[config.mk]
export PLATFORM = sky130hd
export DESIGN_NAME = mac_feeder_flat
export DESIGN_NICKNAME = d
export VERILOG_FILES = /design/src/rtl/mac_feeder_pkg.sv /design/src/rtl/mac_feeder_if.sv /design/src/rtl/mac_feeder.sv /design/src/flat_wrapper.sv
export SDC_FILE = /design/constraint.sdc
export NUM_CORES = 1
export LEC_CHECK = 0
export ABC_AREA = 1
export CAP_MARGIN = 20
export CORE_ASPECT_RATIO = 0.8
export CORE_MARGIN = 4
export CORE_UTILIZATION = 47
export CTS_BUF_LIST = sky130_fd_sc_hd__clkbuf_16
export DETAILED_ROUTE_END_ITERATION = 16
export GPL_TIMING_DRIVEN = 0
export HOLD_SLACK_MARGIN = 0.06
export PLACE_DENSITY = 0.85
export SETUP_SLACK_MARGIN = 0.2
export SLEW_MARGIN = 30
export SYNTH_ARGS = -nofsm -noshare
export SYNTH_HDL_FRONTEND = slang
export SYNTH_SLANG_ARGS = --single-unit
[constraint.sdc]
create_clock -name clk -period 2.4 [get_ports clk]
set_input_delay 0.48 -clock clk [delete_from_list [all_inputs] [get_ports clk]]
set_output_delay 0.48 -clock clk [all_outputs]
set_load 0.05 [all_outputs]
[src/rtl/mac_feeder_pkg.sv]
// Shared types and default sizing for the MAC feeder and its environment.
package mac_feeder_pkg;

   localparam int N_ATTR  = 5;
   localparam int DATA_W  = 8;
   localparam int RES_W   = 16;
   localparam int MAC_LAT = 1;

   typedef enum logic [1:0] {
      COEF = 2'd0,
      ATTR = 2'd1,
      WAIT = 2'd2,
      OUT  = 2'd3
   } state_t;

endpackage

[src/rtl/mac_feeder_if.sv]
// Byte stream into the feeder plus the result handshake out of it.
interface mac_feeder_if #(
   parameter int DATA_W = mac_feeder_pkg::DATA_W,
   parameter int RES_W  = mac_feeder_pkg::RES_W
);
   logic              in_valid;
   logic              in_ready;
   logic [DATA_W-1:0] in_data;
   logic              coef_reload;
   logic              res_valid;
   logic              res_ready;
   logic [RES_W-1:0]  res_data;

   modport master (
      output in_valid, in_data, coef_reload, res_ready,
      input  in_ready, res_valid, res_data
   );

   modport slave (
      input  in_valid, in_data, coef_reload, res_ready,
      output in_ready, res_valid, res_data
   );
endinterface

[src/rtl/mac_feeder.sv]
// Collects 5 coefficient then 5 attribute bytes into registers for an external MAC and hands off its result.
// Result valid MAC_LAT+2 cycles after the fifth attribute; input stalls (in_ready=0) until the result is taken.
module mac_feeder #(
   parameter int N_ATTR  = mac_feeder_pkg::N_ATTR,
   parameter int DATA_W  = mac_feeder_pkg::DATA_W,
   parameter int RES_W   = mac_feeder_pkg::RES_W,
   parameter int MAC_LAT = mac_feeder_pkg::MAC_LAT
) (
   input  logic              clk,
   input  logic              rst_n,
   mac_feeder_if.slave       bus,
   output logic [DATA_W-1:0] mac_a1,
   output logic [DATA_W-1:0] mac_a2,
   output logic [DATA_W-1:0] mac_a3,
   output logic [DATA_W-1:0] mac_a4,
   output logic [DATA_W-1:0] mac_a5,
   output logic [DATA_W-1:0] mac_c1,
   output logic [DATA_W-1:0] mac_c2,
   output logic [DATA_W-1:0] mac_c3,
   output logic [DATA_W-1:0] mac_c4,
   output logic [DATA_W-1:0] mac_c5,
   input  logic [RES_W-1:0]  mac_out,
   output logic [15:0]       res_count
);
   import mac_feeder_pkg::*;

   localparam int IDX_W  = $clog2(N_ATTR);
   localparam int WCNT_W = $clog2(MAC_LAT + 2) + 1;
   localparam logic [IDX_W-1:0]  LAST_IDX  = IDX_W'(N_ATTR - 1);
   localparam logic [WCNT_W-1:0] WAIT_LOAD = WCNT_W'(MAC_LAT + 1);

   state_t             state;
   logic [IDX_W-1:0]   idx;
   logic [WCNT_W-1:0]  wcnt;
   logic [DATA_W-1:0]  a_q [N_ATTR];
   logic [DATA_W-1:0]  c_q [N_ATTR];
   logic               in_ready_q;
   logic               res_valid_q;
   logic [RES_W-1:0]   res_data_q;
   logic [15:0]        res_count_q;

   always_ff @(posedge clk) begin
      if (!rst_n) begin
         state       <= COEF;
         idx         <= '0;
         wcnt        <= '0;
         in_ready_q  <= 1'b1;
         res_valid_q <= 1'b0;
         res_data_q  <= '0;
         res_count_q <= '0;
         for (int i = 0; i < N_ATTR; i++) begin
            a_q[i] <= '0;
            c_q[i] <= '0;
         end
      end else begin
         case (state)
            COEF: begin
               if (bus.in_valid && in_ready_q) begin
                  for (int i = 0; i < N_ATTR; i++)
                     if (idx == IDX_W'(i)) c_q[i] <= bus.in_data;
                  if (idx == LAST_IDX) begin
                     idx   <= '0;
                     state <= ATTR;
                  end else begin
                     idx <= idx + 1'b1;
                  end
               end
            end
            ATTR: begin
               // A reload wins over a byte offered in the same cycle; that byte stays unconsumed.
               if (bus.coef_reload) begin
                  idx   <= '0;
                  state <= COEF;
               end else if (bus.in_valid && in_ready_q) begin
                  for (int i = 0; i < N_ATTR; i++)
                     if (idx == IDX_W'(i)) a_q[i] <= bus.in_data;
                  if (idx == LAST_IDX) begin
                     idx        <= '0;
                     wcnt       <= WAIT_LOAD;
                     in_ready_q <= 1'b0;
                     state      <= WAIT;
                  end else begin
                     idx <= idx + 1'b1;
                  end
               end
            end
            WAIT: begin
               if (wcnt == WCNT_W'(1)) begin
                  res_data_q  <= mac_out;
                  res_valid_q <= 1'b1;
                  state       <= OUT;
               end else begin
                  wcnt <= wcnt - 1'b1;
               end
            end
            OUT: begin
               if (bus.res_ready) begin
                  res_valid_q <= 1'b0;
                  res_count_q <= res_count_q + 16'd1;
                  in_ready_q  <= 1'b1;
                  state       <= ATTR;
               end
            end
            default: begin
               state       <= COEF;
               idx         <= '0;
               in_ready_q  <= 1'b1;
               res_valid_q <= 1'b0;
            end
         endcase
      end
   end

   assign bus.in_ready  = in_ready_q;
   assign bus.res_valid = res_valid_q;
   assign bus.res_data  = res_data_q;
   assign res_count     = res_count_q;

   assign mac_a1 = a_q[0];
   assign mac_a2 = a_q[1];
   assign mac_a3 = a_q[2];
   assign mac_a4 = a_q[3];
   assign mac_a5 = a_q[4];
   assign mac_c1 = c_q[0];
   assign mac_c2 = c_q[1];
   assign mac_c3 = c_q[2];
   assign mac_c4 = c_q[3];
   assign mac_c5 = c_q[4];

endmodule
[src/flat_wrapper.sv]
// flat-port wrapper written by rule: the top's interface ports become plain ports
module mac_feeder_flat import mac_feeder_pkg::*;
#(
   parameter int N_ATTR  = mac_feeder_pkg::N_ATTR,
   parameter int DATA_W  = mac_feeder_pkg::DATA_W,
   parameter int RES_W   = mac_feeder_pkg::RES_W,
   parameter int MAC_LAT = mac_feeder_pkg::MAC_LAT
)
  (clk, rst_n, mac_a1, mac_a2, mac_a3, mac_a4, mac_a5, mac_c1, mac_c2, mac_c3, mac_c4, mac_c5, mac_out, res_count, bus_in_valid, bus_in_data, bus_coef_reload, bus_res_ready, bus_in_ready, bus_res_valid, bus_res_data);
  mac_feeder_if #(.DATA_W(DATA_W), .RES_W(RES_W)) bus_i ();
  input  logic clk;
  input  logic rst_n;
  output logic [DATA_W-1:0] mac_a1;
  output logic [DATA_W-1:0] mac_a2;
  output logic [DATA_W-1:0] mac_a3;
  output logic [DATA_W-1:0] mac_a4;
  output logic [DATA_W-1:0] mac_a5;
  output logic [DATA_W-1:0] mac_c1;
  output logic [DATA_W-1:0] mac_c2;
  output logic [DATA_W-1:0] mac_c3;
  output logic [DATA_W-1:0] mac_c4;
  output logic [DATA_W-1:0] mac_c5;
  input  logic [RES_W-1:0] mac_out;
  output logic [15:0] res_count;
  input wire logic [$bits(bus_i.in_valid)-1:0] bus_in_valid;
  input wire logic [$bits(bus_i.in_data)-1:0] bus_in_data;
  input wire logic [$bits(bus_i.coef_reload)-1:0] bus_coef_reload;
  input wire logic [$bits(bus_i.res_ready)-1:0] bus_res_ready;
  output wire logic [$bits(bus_i.in_ready)-1:0] bus_in_ready;
  output wire logic [$bits(bus_i.res_valid)-1:0] bus_res_valid;
  output wire logic [$bits(bus_i.res_data)-1:0] bus_res_data;
  assign bus_i.in_valid = bus_in_valid;
  assign bus_i.in_data = bus_in_data;
  assign bus_i.coef_reload = bus_coef_reload;
  assign bus_i.res_ready = bus_res_ready;
  assign bus_in_ready = bus_i.in_ready;
  assign bus_res_valid = bus_i.res_valid;
  assign bus_res_data = bus_i.res_data;
  mac_feeder #(.N_ATTR(N_ATTR), .DATA_W(DATA_W), .RES_W(RES_W), .MAC_LAT(MAC_LAT)) u_core (.clk(clk), .rst_n(rst_n), .bus(bus_i), .mac_a1(mac_a1), .mac_a2(mac_a2), .mac_a3(mac_a3), .mac_a4(mac_a4), .mac_a5(mac_a5), .mac_c1(mac_c1), .mac_c2(mac_c2), .mac_c3(mac_c3), .mac_c4(mac_c4), .mac_c5(mac_c5), .mac_out(mac_out), .res_count(res_count));
endmodule
==> results.txt <==
- In this run the worst setup path begins at u_core.bus.in_ready.
* Iteration-0 DRC Markers: 230
- The clock passes through at most 2 buffers.
- Setup repair after global routing could not meet its margin everywhere.
- From bottom edge to top edge, the die measures 97.3 µm.
- Sum of negative setup slack: 0 ns
* Cell Rows: 32
* Smallest hold slack: 0.466 ns
- Grouping stages by cell kind, the critical path spends the most delay in buffers and inverters.
- Skew-Pair Late Insertion Delay: 0.41 ns
* Count of nets left with antenna violations after detail routing: 0
- Vias post-DR: 3583
* DRC viols: 0
* Dpl cells: 705
* Maximum fanout count along the critical path: 4
* Leakage power summed over all cells: 2.69 nW
* Outcome: completed
* Diodes inserted: 0
* Crit Path Class: flop to primary output
- TritonCTS clock tree: done
- The clock arrives with 0.00616 ns of skew.
- STA classifies the critical path endpoint as a primary output.
- First-pass GRT wire length: 17.7 mm
- Max-cap violations in this run came to 0.
* Data required time of the critical path: 1.92 ns
- Final HPWL from detailed placement: 8.03 mm
- Period utilisation layout: 88.6%
- Summing all placed instances gives a cell area of 0.00627 mm².
- Leading cell type in the layout, fill and taps excluded: sky130_fd_sc_hd__clkdlybuf4s50_1
- The worst setup path is launched from a flop.
- Slowest Stage Delay on Critical Path: 0.84 ns
- Launching point of the worst reg2reg path: u_core.idx[0]
- Clock tree synthesis selected as its root buffer the cell sky130_fd_sc_hd__clkbuf_16.
- Start point of the worst hold path: u_core.bus.res_data[0]
* Initial antenna violation count: 0
- Cell variety after synth: 27
- Arrival time at the worst endpoint: 1.65 ns
* Register bit total from synthesis: 122
* Port Buffer Count: 142
* Ordered list of cells on the worst path: clkdlybuf4s50_1
- Synthesis-to-layout area growth: 46.4%
- Initial DRT Pass Iterations: 5
- Via density: 4.86
* Detailed-route wire length per cell: 15.1 µm
* Maximum level of the CTS H-tree: 4
* Minimum period implied by the final worst setup slack: 2.13 ns
- After the last flow step, the layout net total stands at 629.
- Summed over its instances, the top area cell type makes up 51.3% of the synthesized netlist area.
- Cell count after synthesis: 427
- Clock buffers created by TritonCTS: 17
* RD Place Congestion: 0.865
- Post-synthesis area per instance: 11.0 µm²
- Setup violations remaining at the end of the flow were counted as 0.
* Hold Violations, Final: 0
- Crit path max-delay cell type: sky130_fd_sc_hd__clkdlybuf4s50_1
* GR Util All Layers: 19.6%
- From left edge to right edge, the die measures 120 µm.
- After layout, the design draws a total of 0.00683 W.
* Final-report max-slew violation count: 0
- The path class of the tightest hold or removal check is flop to flop.
- Across the VDD grid, the largest voltage drop is 0.000474 V.
- Core Box Area: 0.00969 mm²
- For this block, the routed nets add up to 11.1 mm of wire.
- Initial standard-cell utilization of the core: 48.3%
* Overall overflow remaining after global route: 0
- The multi-input combinational cells in the finished layout cover a total of 0.00119 mm².
* Share of post-route cells with drive strength above 1: 7.82%
* Maximum clock frequency: 0.470 GHz
* Post-route non-filler standard cell count: 737
- Part of the Yosys area used for sequential elements: 69.3%
- Least-Margin Pin Slew: 0.871 ns
* Die footprint: 0.0116 mm²
* Clock-pin slew reported for the worst setup and hold paths after clock tree synthesis: 0.05 ns
- Cell area after synthesis: 0.00468 mm²
- In the layout the commonest cells are sky130_fd_sc_hd__clkdlybuf4s50_1 (140), sky130_fd_sc_hd__nand2_1 (101), sky130_fd_sc_hd__edfxtp_1 (80).
- Entering global routing, the biggest net connects 17 pins.
* Syn_nets: 468
* Number of sinks on the clock net: 122
- Across the whole layout, storage elements account for 0.00324 mm².
- The synthesized design spends more area on one cell type than any other, namely sky130_fd_sc_hd__edfxtp_1.
* Fillers: 735
* Relative slew slack: 41.5%
- The number of gates resized after CTS was 1.
- Count of hold buffers inserted by post-cts repair: 0
* Number of synthesis warnings: 0
* Vias in the first global route: 3519
- The finished cells cover 0.00685 mm².
- Buffer and inverter count on the worst path: 1
- For this design the ratio of total power to cell area is 996 mW/mm².
- Post CTS Setup Buffer Count: 0
* Most area-consuming cells after synthesis: sky130_fd_sc_hd__edfxtp_1 (51%), sky130_fd_sc_hd__dfxtp_1 (18%), sky130_fd_sc_hd__nand2_1 (8.1%), sky130_fd_sc_hd__inv_1 (4.4%), sky130_fd_sc_hd__a21oi_1 (3.3%)
* # IOs: 143
==> final cells by class <==
class	instances	area share, %
Sequential cell	122	47.3
Timing Repair Buffer	142	20.8
Multi-Input combinational cell	241	17.4
Clock buffer	17	6.21
Inverter	56	3.07
Tap cell	136	2.48
Clock inverter	15	2.21
Buffer	8	0.566
==> flip-flops by register name, summed over array words and instances (netlist names) <==
signal,cells
u_core.state,2
u_core.res_count,16
u_core.wcnt,3
u_core.c_q,40
u_core.bus.res_valid,1
u_core.bus.res_data,16
u_core.idx,3
u_core.bus.in_ready,1
u_core.a_q,40
==> tightest hold or removal path, stage by stage, from the launching register on <==
cell                      delay, ns
sky130_fd_sc_hd__dfxtp_1       0.31
sky130_fd_sc_hd__nand2_1       0.06
sky130_fd_sc_hd__a21oi_1       0.05
==> path summary, 6_finish.rpt <==
check,endpoint,slack [ns],depth (start not counted)
hold reg to reg,u_core.bus.res_data[0],0.47,2
setup reg to reg,u_core.a_q[0][33],0.39,4
setup / recovery,bus_in_ready,0.27,1
hold / removal,u_core.bus.res_data[0],0.47,2
==> report_power, final <==
part | total, W | internal [W] | switching [W] | leakage, nW
clock network | 0.00244 | 0.00153 | 0.000916 | 0.275
logic | 0.00173 | 0.000513 | 0.00121 | 1.25
registers | 0.00266 | 0.00255 | 0.000107 | 1.17
==> metal layers <==
metal / vias up / part of all wire (%) / global-route usage [%]
li1: 1745 / - / -
met1: 1668 / 43 / 24.3
met2: 154 / 47 / 31.8
met3: 16 / 9.1 / 7.63
met4: 0 / 1.1 / 5.90
met5: - / 0 / 0
==> through the flow <==
stage                     worst slack, ns  utilization, %
after floorplan                     0.337               -
after CTS                           0.211            70.7
after global placement             -0.492            64.7
final                               0.274            70.7
after global routing                0.190            70.7
after detailed placement           -0.121            64.7
==> cells by family (layout without fill, tap and decap cells) <==
family,after synthesis,count (layout),synth area share [%]
simple gates,177,177,16.3
flops,122,122,69.3
buf+inv,64,238,5.32
compound gates,51,51,5.72
fa+ha+maj,12,12,3.21
xor+xnor,1,1,0.187
==> synthesized netlist by cell type <==
library cell / n
sky130_fd_sc_hd__o21bai_1: 2
sky130_fd_sc_hd__o211ai_1: 2
sky130_fd_sc_hd__nor2_2: 2
sky130_fd_sc_hd__nor4_1: 1
sky130_fd_sc_hd__nand2_1: 101
sky130_fd_sc_hd__inv_1: 55
sky130_fd_sc_hd__nand4_2: 2
sky130_fd_sc_hd__o21ai_1: 1
sky130_fd_sc_hd__a21oi_1: 31
sky130_fd_sc_hd__buf_4: 1
sky130_fd_sc_hd__clkinv_1: 1
sky130_fd_sc_hd__buf_2: 4
sky130_fd_sc_hd__a21boi_0: 1
sky130_fd_sc_hd__nor3_1: 3
sky130_fd_sc_hd__nand2_2: 3
sky130_fd_sc_hd__nand3_1: 14
sky130_fd_sc_hd__ha_1: 12
sky130_fd_sc_hd__dfxtp_1: 42
sky130_fd_sc_hd__nand3_2: 2
sky130_fd_sc_hd__nor2_4: 2
sky130_fd_sc_hd__nand4_1: 5
sky130_fd_sc_hd__o21ai_0: 14
sky130_fd_sc_hd__nor3b_1: 1
sky130_fd_sc_hd__nor2_1: 41
sky130_fd_sc_hd__edfxtp_1: 80
sky130_fd_sc_hd__xnor2_1: 1
sky130_fd_sc_hd__clkbuf_1: 3
Note: power is estimated with default switching activity, not from simulation.
